`config.mk`:
```
export PLATFORM = sky130hd
export DESIGN_NAME = bram_window_reader_flat
export DESIGN_NICKNAME = d
export VERILOG_FILES = /design/src/rtl/bram_window_reader_if.sv /design/src/rtl/bram_window_reader.sv /design/src/flat_wrapper.sv
export SDC_FILE = /design/constraint.sdc
export NUM_CORES = 1
export LEC_CHECK = 0
export CORE_MARGIN = 5
export CORE_UTILIZATION = 50
export CTS_BUF_LIST = sky130_fd_sc_hd__clkbuf_16
export DETAILED_ROUTE_END_ITERATION = 10
export MAX_ROUTING_LAYER = met4
export PLACE_DENSITY = 0.8
export SYNTH_ARGS = -nofsm -noshare
export SYNTH_HDL_FRONTEND = slang
export SYNTH_SLANG_ARGS = --single-unit
```
`constraint.sdc`:
```
create_clock -name clk -period 3.2 [get_ports clk]
set_input_delay 0.64 -clock clk [delete_from_list [all_inputs] [get_ports clk]]
set_output_delay 0.64 -clock clk [all_outputs]
set_load 0.02 [all_outputs]
```
`src/rtl/bram_window_reader_if.sv`:
```
// Bundle between the window reader and its neighbours: BRAM read port,
// pixel-group stream and pass control/status.
interface bram_window_reader_if #(
  parameter int RAM_WIDTH = 8,
  parameter int ADDR_W    = 16
);
  logic                   i_start;
  logic                   i_abort;
  logic                   i_ready;
  logic [RAM_WIDTH-1:0]   i_mem_data;
  logic                   o_mem_en;
  logic [ADDR_W-1:0]      o_mem_addr;
  logic [3*RAM_WIDTH-1:0] o_pixels;
  logic                   o_valid;
  logic                   o_row_first;
  logic                   o_busy;
  logic                   o_done;

  modport master (
    input  i_start, i_abort, i_ready, i_mem_data,
    output o_mem_en, o_mem_addr, o_pixels, o_valid, o_row_first, o_busy, o_done
  );

  modport slave (
    output i_start, i_abort, i_ready, i_mem_data,
    input  o_mem_en, o_mem_addr, o_pixels, o_valid, o_row_first, o_busy, o_done
  );
endinterface

```
`src/rtl/bram_window_reader.sv`:
```
// Walks a loaded frame in 3-pixel horizontal groups, one column stripe at a
// time, and streams each group downstream while owning the BRAM read port.
module bram_window_reader #(
  parameter int RAM_WIDTH    = 8,
  parameter int RAM_DEPTH    = 65536,
  parameter int IMAGE_WIDTH  = 10,
  parameter int IMAGE_HEIGHT = 10
) (
  input  logic                 clk,
  input  logic                 reset,
  bram_window_reader_if.master bus
);
  function automatic int clogb2(input int value);
    int v;
    int bits;
    v    = value;
    bits = 0;
    while (v > 0) begin
      bits = bits + 1;
      v    = v >> 1;
    end
    return bits;
  endfunction

  localparam int          ADDR_W     = clogb2(RAM_DEPTH - 1);
  localparam longint      FRAME_SIZE = longint'(IMAGE_WIDTH) * longint'(IMAGE_HEIGHT);
  localparam int unsigned LAST_COL   = IMAGE_WIDTH - 3;
  localparam logic [ADDR_W-1:0] ROW_STEP = ADDR_W'(IMAGE_WIDTH);
  localparam logic [ADDR_W-1:0] ONE      = ADDR_W'(1);

  typedef enum logic [1:0] {IDLE, ISSUE, CAPTURE, OUT} state_t;

  state_t                       state;
  logic [ADDR_W-1:0]            col;
  logic [ADDR_W-1:0]            row_addr;
  logic [1:0]                   k;
  logic [2:0][RAM_WIDTH-1:0]    cap;
  logic                         done;
  logic                         last_row;

  // Wide compare so large frames cannot wrap the end-of-stripe test.
  assign last_row = (64'(row_addr) + 64'(IMAGE_WIDTH)) >= 64'(FRAME_SIZE);

  always_ff @(posedge clk or negedge reset) begin
    if (!reset) begin
      state    <= IDLE;
      col      <= '0;
      row_addr <= '0;
      k        <= '0;
      cap      <= '0;
      done     <= 1'b0;
    end else begin
      done <= 1'b0;
      if (bus.i_abort) begin
        state <= IDLE;
      end else begin
        case (state)
          IDLE: begin
            if (bus.i_start) begin
              state    <= ISSUE;
              col      <= '0;
              row_addr <= '0;
              k        <= '0;
            end
          end
          ISSUE: begin
            // Data returned this cycle belongs to the address issued last cycle.
            if (k != 2'd0) cap[k - 2'd1] <= bus.i_mem_data;
            if (k == 2'd2) state <= CAPTURE;
            else           k     <= k + 2'd1;
          end
          CAPTURE: begin
            cap[2] <= bus.i_mem_data;
            state  <= OUT;
          end
          OUT: begin
            if (bus.i_ready) begin
              if (last_row && (32'(col) == LAST_COL)) begin
                state <= IDLE;
                done  <= 1'b1;
              end else if (last_row) begin
                col      <= col + ONE;
                row_addr <= col + ONE;
                k        <= '0;
                state    <= ISSUE;
              end else begin
                row_addr <= row_addr + ROW_STEP;
                k        <= '0;
                state    <= ISSUE;
              end
            end
          end
          default: state <= IDLE;
        endcase
      end
    end
  end

  assign bus.o_mem_en    = (state == ISSUE);
  assign bus.o_mem_addr  = row_addr + ADDR_W'(k);
  assign bus.o_pixels    = cap;
  assign bus.o_valid     = (state == OUT);
  assign bus.o_row_first = (state == OUT) && (row_addr == col);
  assign bus.o_busy      = (state != IDLE);
  assign bus.o_done      = done;
endmodule

```
`src/flat_wrapper.sv`:
```
// flat-port wrapper written by rule: the top's interface ports become plain ports
module bram_window_reader_flat 
#(
  parameter int RAM_WIDTH    = 8,
  parameter int RAM_DEPTH    = 65536,
  parameter int IMAGE_WIDTH  = 10,
  parameter int IMAGE_HEIGHT = 10
)
  (clk, reset, bus_i_start, bus_i_abort, bus_i_ready, bus_i_mem_data, bus_o_mem_en, bus_o_mem_addr, bus_o_pixels, bus_o_valid, bus_o_row_first, bus_o_busy, bus_o_done);
  bram_window_reader_if #(.RAM_WIDTH(RAM_WIDTH), .ADDR_W(16)) bus_i ();
  input  logic clk;
  input  logic reset;
  input wire logic [$bits(bus_i.i_start)-1:0] bus_i_start;
  input wire logic [$bits(bus_i.i_abort)-1:0] bus_i_abort;
  input wire logic [$bits(bus_i.i_ready)-1:0] bus_i_ready;
  input wire logic [$bits(bus_i.i_mem_data)-1:0] bus_i_mem_data;
  output wire logic [$bits(bus_i.o_mem_en)-1:0] bus_o_mem_en;
  output wire logic [$bits(bus_i.o_mem_addr)-1:0] bus_o_mem_addr;
  output wire logic [$bits(bus_i.o_pixels)-1:0] bus_o_pixels;
  output wire logic [$bits(bus_i.o_valid)-1:0] bus_o_valid;
  output wire logic [$bits(bus_i.o_row_first)-1:0] bus_o_row_first;
  output wire logic [$bits(bus_i.o_busy)-1:0] bus_o_busy;
  output wire logic [$bits(bus_i.o_done)-1:0] bus_o_done;
  assign bus_i.i_start = bus_i_start;
  assign bus_i.i_abort = bus_i_abort;
  assign bus_i.i_ready = bus_i_ready;
  assign bus_i.i_mem_data = bus_i_mem_data;
  assign bus_o_mem_en = bus_i.o_mem_en;
  assign bus_o_mem_addr = bus_i.o_mem_addr;
  assign bus_o_pixels = bus_i.o_pixels;
  assign bus_o_valid = bus_i.o_valid;
  assign bus_o_row_first = bus_i.o_row_first;
  assign bus_o_busy = bus_i.o_busy;
  assign bus_o_done = bus_i.o_done;
  bram_window_reader #(.RAM_WIDTH(RAM_WIDTH), .RAM_DEPTH(RAM_DEPTH), .IMAGE_WIDTH(IMAGE_WIDTH), .IMAGE_HEIGHT(IMAGE_HEIGHT)) u_core (.clk(clk), .reset(reset), .bus(bus_i));
endmodule
```
### Yosys cells after proc, flatten, opt, wreduce, memory -nomap -nowiden

Cells that the tools add are included.

| word-level totals | value |
|---|---|
| flip-flop bits (word level) | 61 |
| output and inout port bits | 45 |
| word-level logic and storage cells | 77 |

| operators by class | value |
|---|---|
| muxes and demuxes | 29 |
| equality and inequality tests | 15 |
| $add $sub $neg | 6 |
| bitwise operators | 1 |
| order comparisons | 3 |
| reduce and logical (&&, ||, !) cells | 15 |

Operators with widths:

| cell | count |
|---|---|
| two-way mux 16 bit | 7 |
| greater-or-equal comparator 64 x 7 -> 1 bit (second input constant) | 1 |
| one-hot mux 16 bit (2 select lines) | 2 |
| bitwise mux 24 bit | 1 |
| two-way mux 24 bit | 1 |
| adder 16 x 4 -> 17 bit (second input constant) | 1 |
| adder 16 x 1 -> 16 bit (second input constant) | 1 |
| adder 16 x 2 -> 16 bit | 1 |
| adder 16 x 4 -> 16 bit (second input constant) | 1 |
| demux 8 bit (select 2 bit) | 1 |
| == test 16 bit | 1 |
| == test 16 x 3 -> 1 bit (second input constant) | 1 |
| two-way mux 2 bit | 8 |
| one-hot mux 8 bit (2 select lines) | 1 |
| AND reduction 6 bit | 2 |
| AND reduction 3 bit | 3 |
| two-way mux 8 bit | 1 |
| != test 2 bit (second input constant) | 4 |
| one-hot mux 2 bit (4 select lines) | 1 |
| nonzero test 2 bit | 4 |
| == test 2 bit (second input constant) | 3 |
| != test 3 bit (second input constant) | 2 |
| one-hot mux 2 bit (3 select lines) | 1 |
| two-way mux 1 bit | 5 |
| 12 further kinds | 15 |

### Depth between registers and ports, before layout

| logic depth | value |
|---|---|
| word-level depth | 8 |
| mapped depth | 12 |
| gate-level depth less buffers | 8 |

### Worst setup path before layout

Ideal clock, no wire load.

| timing path | value |
|---|---|
| kind | register -> register |
| start | register u_core.row_addr[1] |
| end | register u_core.row_addr[2] |
| stages on the path, launching flop included | 12 |
| arrival time | 2.890 ns |
| clock period less this slack | 3.011 ns |
| path buffers | 3 |
| library setup time | 0.121 ns |
| setup slack | 0.189 ns |
| data required time | 3.079 ns |
| path through | dfrtp_1 > ha_1 > buf_2 > o2111ai_2 > or4_1 > o211a_1 > or4_1 > buf_2 > or2_1 > buf_4 > mux2_4 > a22o_1 |

| between the ends | value |
|---|---|
| cells in the longest elaborated chain, start to end | 6 |
| elaborated cells on any way between the ends | 10 |
| classes of those cells | add/sub: 2; order compare: 1; eq/ne: 1; mux: 4; reduce/logical: 2 |

Ends and longest elaborated chain:

| element | line | text |
|---|---|---|
| start, declared | bram_window_reader.sv:35 | `logic [ADDR_W-1:0] row_addr;` |
| start signal, assigned | bram_window_reader.sv:83 | `row_addr <= col + ONE;` |
| start signal, assigned | bram_window_reader.sv:87 | `row_addr <= row_addr + ROW_STEP;` |
| adder 16 x 4 -> 17 bit | bram_window_reader.sv:42 | `assign last_row = (64'(row_addr) + 64'(IMAGE_WIDTH)) >= 64'(FRAME_SIZE);` |
| greater-or-equal comparator 64 x 7 -> 1 bit | bram_window_reader.sv:42 |  |
| two-way mux 16 bit | bram_window_reader.sv:81 | `end else if (last_row) begin` |
| two-way mux 16 bit | bram_window_reader.sv:78 | `if (last_row && (32'(col) == LAST_COL)) begin` |
| two-way mux 16 bit | bram_window_reader.sv:77 | `if (bus.i_ready) begin` |
| one-hot mux 16 bit (2 select lines) | bram_window_reader.sv:57 | `case (state)` |

Several ways; a longest one is shown, not always the timed one. The select of a mux whose other input is x is not followed.
A chain may end at the register's enable or synchronous reset.

### Worst setup path in the final report

| timing path | value |
|---|---|
| start | register u_core.row_addr[1] |
| end | output bus_o_mem_addr[11] |

| between the ends | value |
|---|---|
| cells in the longest elaborated chain, start to end | 1 |

Ends and longest elaborated chain:

| element | line | text |
|---|---|---|
| adder 16 x 2 -> 16 bit | bram_window_reader.sv:100 | `assign bus.o_mem_addr = row_addr + ADDR_W'(k);` |
| end, declared | flat_wrapper.sv:18 | `output wire logic [$bits(bus_i.o_mem_addr)-1:0] bus_o_mem_addr;` |

No other way between the ends.

==> flow_metrics.env <==
export IMPL_skew_ps=6.20
export IMPL_hold_viol_final=0
export IMPL_place_area_um2=4880
export IMPL_synth_compound_area_share_pct=12.9
export IMPL_status="completed"
export IMPL_critical_path_arrival_ps=2470
export IMPL_path_cells="buf_4 > ha_1 > a21o_1 > and3_1 > nand2b_1 > buf_4 > nor3_1 > xor2_1 > clkdlybuf4s15_1"
export IMPL_core_um2=8090
export IMPL_final_setup_tns_ps=0
export IMPL_async_flop_share_pct=100
export IMPL_postRouteAntennaNets=0
export IMPL_synthCells=444
export IMPL_die_h_um=100
export IMPL_die_w_um=100
export IMPL_grt_pass1_wl_um=18100
export IMPL_p_leak_nw=2.40
export IMPL_hold_path_class="primary input to async pin"
export IMPL_grt_max_degree=41
export IMPL_cpMostUsedCell="buf_4"
export IMPL_cap_violations=0
export IMPL_clock_fmax_ghz=0.322
export IMPL_antenna_cells=0
export IMPL_fin_area_um2=5180
export IMPL_crit_type="flop to primary output"
export IMPL_synth_simple_area_share_pct=18.4
export IMPL_synth_ff_type="dfrtp_1"
export IMPL_drc=0
export IMPL_ys_seq_area_share_pct=37.4
export IMPL_dp_final_hpwl_um=7890
export IMPL_io_buffers=57
export IMPL_antenna_found_initial=0
export IMPL_fin_crit_ps=3110
export IMPL_slew_limit_headroom_pct=52.2
export IMPL_cpMaxStageDelayCell="dfrtp_1"
export IMPL_layout_drive_gt1_share_pct=15.8
export IMPL_finalNonFillerCells=619
export IMPL_start_kind="flop"
export IMPL_synth_cell_type_count=63
export IMPL_timing_final_crit_share_pct=97.1
export IMPL_reg2reg_slack_ps=130
export IMPL_startpoint="u_core.row_addr[1]$_DFFE_PN0P_"
export IMPL_fp_dieArea_um2=10100
export IMPL_grt_pass1_vias=3599
export IMPL_synth_nets=471
export IMPL_cts_buffers=9
export IMPL_dr_pass1_iters=6
export IMPL_fin_nets=536
export IMPL_r2r_end="u_core.row_addr[6]$_DFFE_PN0P_"
export IMPL_layout_commonest_cell="dfrtp_1"
export IMPL_clk_pin_slew_worst_paths_ps=60
export IMPL_synth_enable_flop_cells=0
export IMPL_synth_top_family_by_area="simple AND/OR/NAND/NOR gates"
export IMPL_slew_violations=0
export IMPL_ys_ff_latch=61
export IMPL_cp_max_fo=5
export IMPL_cts_root_buffer="clkbuf_16"
export IMPL_worstPathRequired_ps=2560
export IMPL_crit_path_max_incr_delay_ps=430
export IMPL_synth_avg_cell_area_um2=9.18
export IMPL_rows=33
export IMPL_reg2reg_depth=9
export IMPL_syn_area_um2=4080
export IMPL_synthMuxAreaShare_pct=10.5
export IMPL_routed_wl_um=10800
export IMPL_worstMarginPinSlew_ps=718
export IMPL_r2r_start="u_core.row_addr[1]$_DFFE_PN0P_"
export IMPL_clk_latency_ps=330
export IMPL_via_per_inst=5.88
export IMPL_drt_iter0_drc=297
export IMPL_setup_viol=0
export IMPL_track_usage_pct=23.1
export IMPL_yosys_warnings=0
export IMPL_cts_htree_levels=3
export IMPL_end_kind="primary output"
export IMPL_grt_ovfl_total=0
export IMPL_dp_cells=603
export IMPL_start_util_pct=50.4
export IMPL_num_vias=3641
export IMPL_routabilityCongestion=0.957
export IMPL_synthToLayoutAreaGrowth_pct=26.9
export IMPL_ios=58
export IMPL_clock_sinks=61
export IMPL_clockBufferDepth=2
export IMPL_final_cell_mix="dfrtp_1, clkdlybuf4s50_1, nand2_1"
export IMPL_synth_xor_xnor_area_share_pct=9.88
export IMPL_holdBufCountCts=0
export IMPL_ir_drop_v=0.000514
export IMPL_synthAdderAreaFrac_pct=4.48
export IMPL_p_per_area_nw_per_um2=635
export IMPL_wl_per_cell_um=17.5
export IMPL_cts_tree="built"
[registers in the layout, indices dropped and copies added (netlist names)]
signal,count
u_core.k,2
u_core.bus.o_pixels,24
u_core.state,2
u_core.row_addr,16
u_core.bus.o_done,1
u_core.col,16
[cells in the mapped netlist (9+ instances only)]
cell type	count	area share (%)
nand4_1	10	1.5
xnor2_1	21	4.5
ha_1	13	4.0
o21ai_0	22	2.7
nor3_1	25	3.1
nor2_1	17	1.6
mux2_2	16	4.4
nand3_1	19	2.3
nand2_1	44	4.1
nor4_1	9	1.4
mux2i_1	12	2.9
xor2_1	25	5.4
dfrtp_1	61	37
inv_1	24	2.2
clkbuf_1	23	2.1
mux2_1	10	2.8
[report_power, final]
group | total [W] | switching [W] | internal, W
Sequential | 0.00102 | 0.0000967 | 0.000923
Clock | 0.000928 | 0.000389 | 0.000540
Combinational | 0.00134 | 0.000734 | 0.000605
Total | 0.00329 | 0.00122 | 0.00207
[critical path: cells and delay by family, from the launching register on]
family	cells	cell delay, ps
AOI/OAI and AO/OA	1	130
xor gates and xnor gates	1	170
adders and majority gates	1	260
buffers and inverters	3	660
DFF	1	430
and+or+nand+nor	3	500
[per-stage QoR]
stage	setup slack [ps]	total power (W)	hold WS [ps]	util [%]
2_1_floorplan	189	0.00176	344	-
3_3_place_gp	99.3	0.00231	464	60.3
3_5_place_dp	-3.10	0.00236	473	60.3
4_1_cts	-4.31	0.00331	277	63.7
5_1_grt	-5.90	0.00346	309	64.0
6_report	93.1	0.00329	267	64.0
[per-layer routing]
metal	global-route usage (%)	part of all wire, %
met1	29.9	43
met2	37.6	49
met3	2.71	5.6
met4	8.08	2.0
met5	-	0
[what timing repair did]
item / CTS / global route
pin swaps: 0 / 1
gates resized for setup: 12 / 9
buffers inserted: 0 / 0
endpoints found under the setup margin: 10 / 34
[how the worst max path moves through the flow]
stage	endpoint	slack [ps]	cells after the start
global route	bus_o_mem_addr[15]	-6	9
floorplan	u_core.row_addr[2]$_DFFE_PN0P_	190	11
global placement	bus_o_mem_addr[14]	100	9
finish	bus_o_mem_addr[11]	90	9
detailed placement	bus_o_mem_addr[14]	-3	9
CTS	bus_o_mem_addr[14]	-4	9
[cell type report]
| class | count | area (um^2) |
|---|---|---|
| Clock buffer | 9 | 225 |
| Clock inverter | 7 | 62.6 |
| Fill cell | 681 | 2920 |
| Inverter | 24 | 90.1 |
| Multi-Input combinational cell | 321 | 2310 |
| Sequential cell | 61 | 1530 |
| Tap cell | 105 | 131 |
| Timing Repair Buffer | 92 | 830 |
[kinds of logic after synthesis]
family,Yosys count
buffers and inverters,62
and+or+nand+nor,148
muxes,39
xor gates and xnor gates,46
AOI/OAI and AO/OA,74
DFF,61
adders and majority gates,14
No activity file was read; power rests on OpenSTA's default activity.
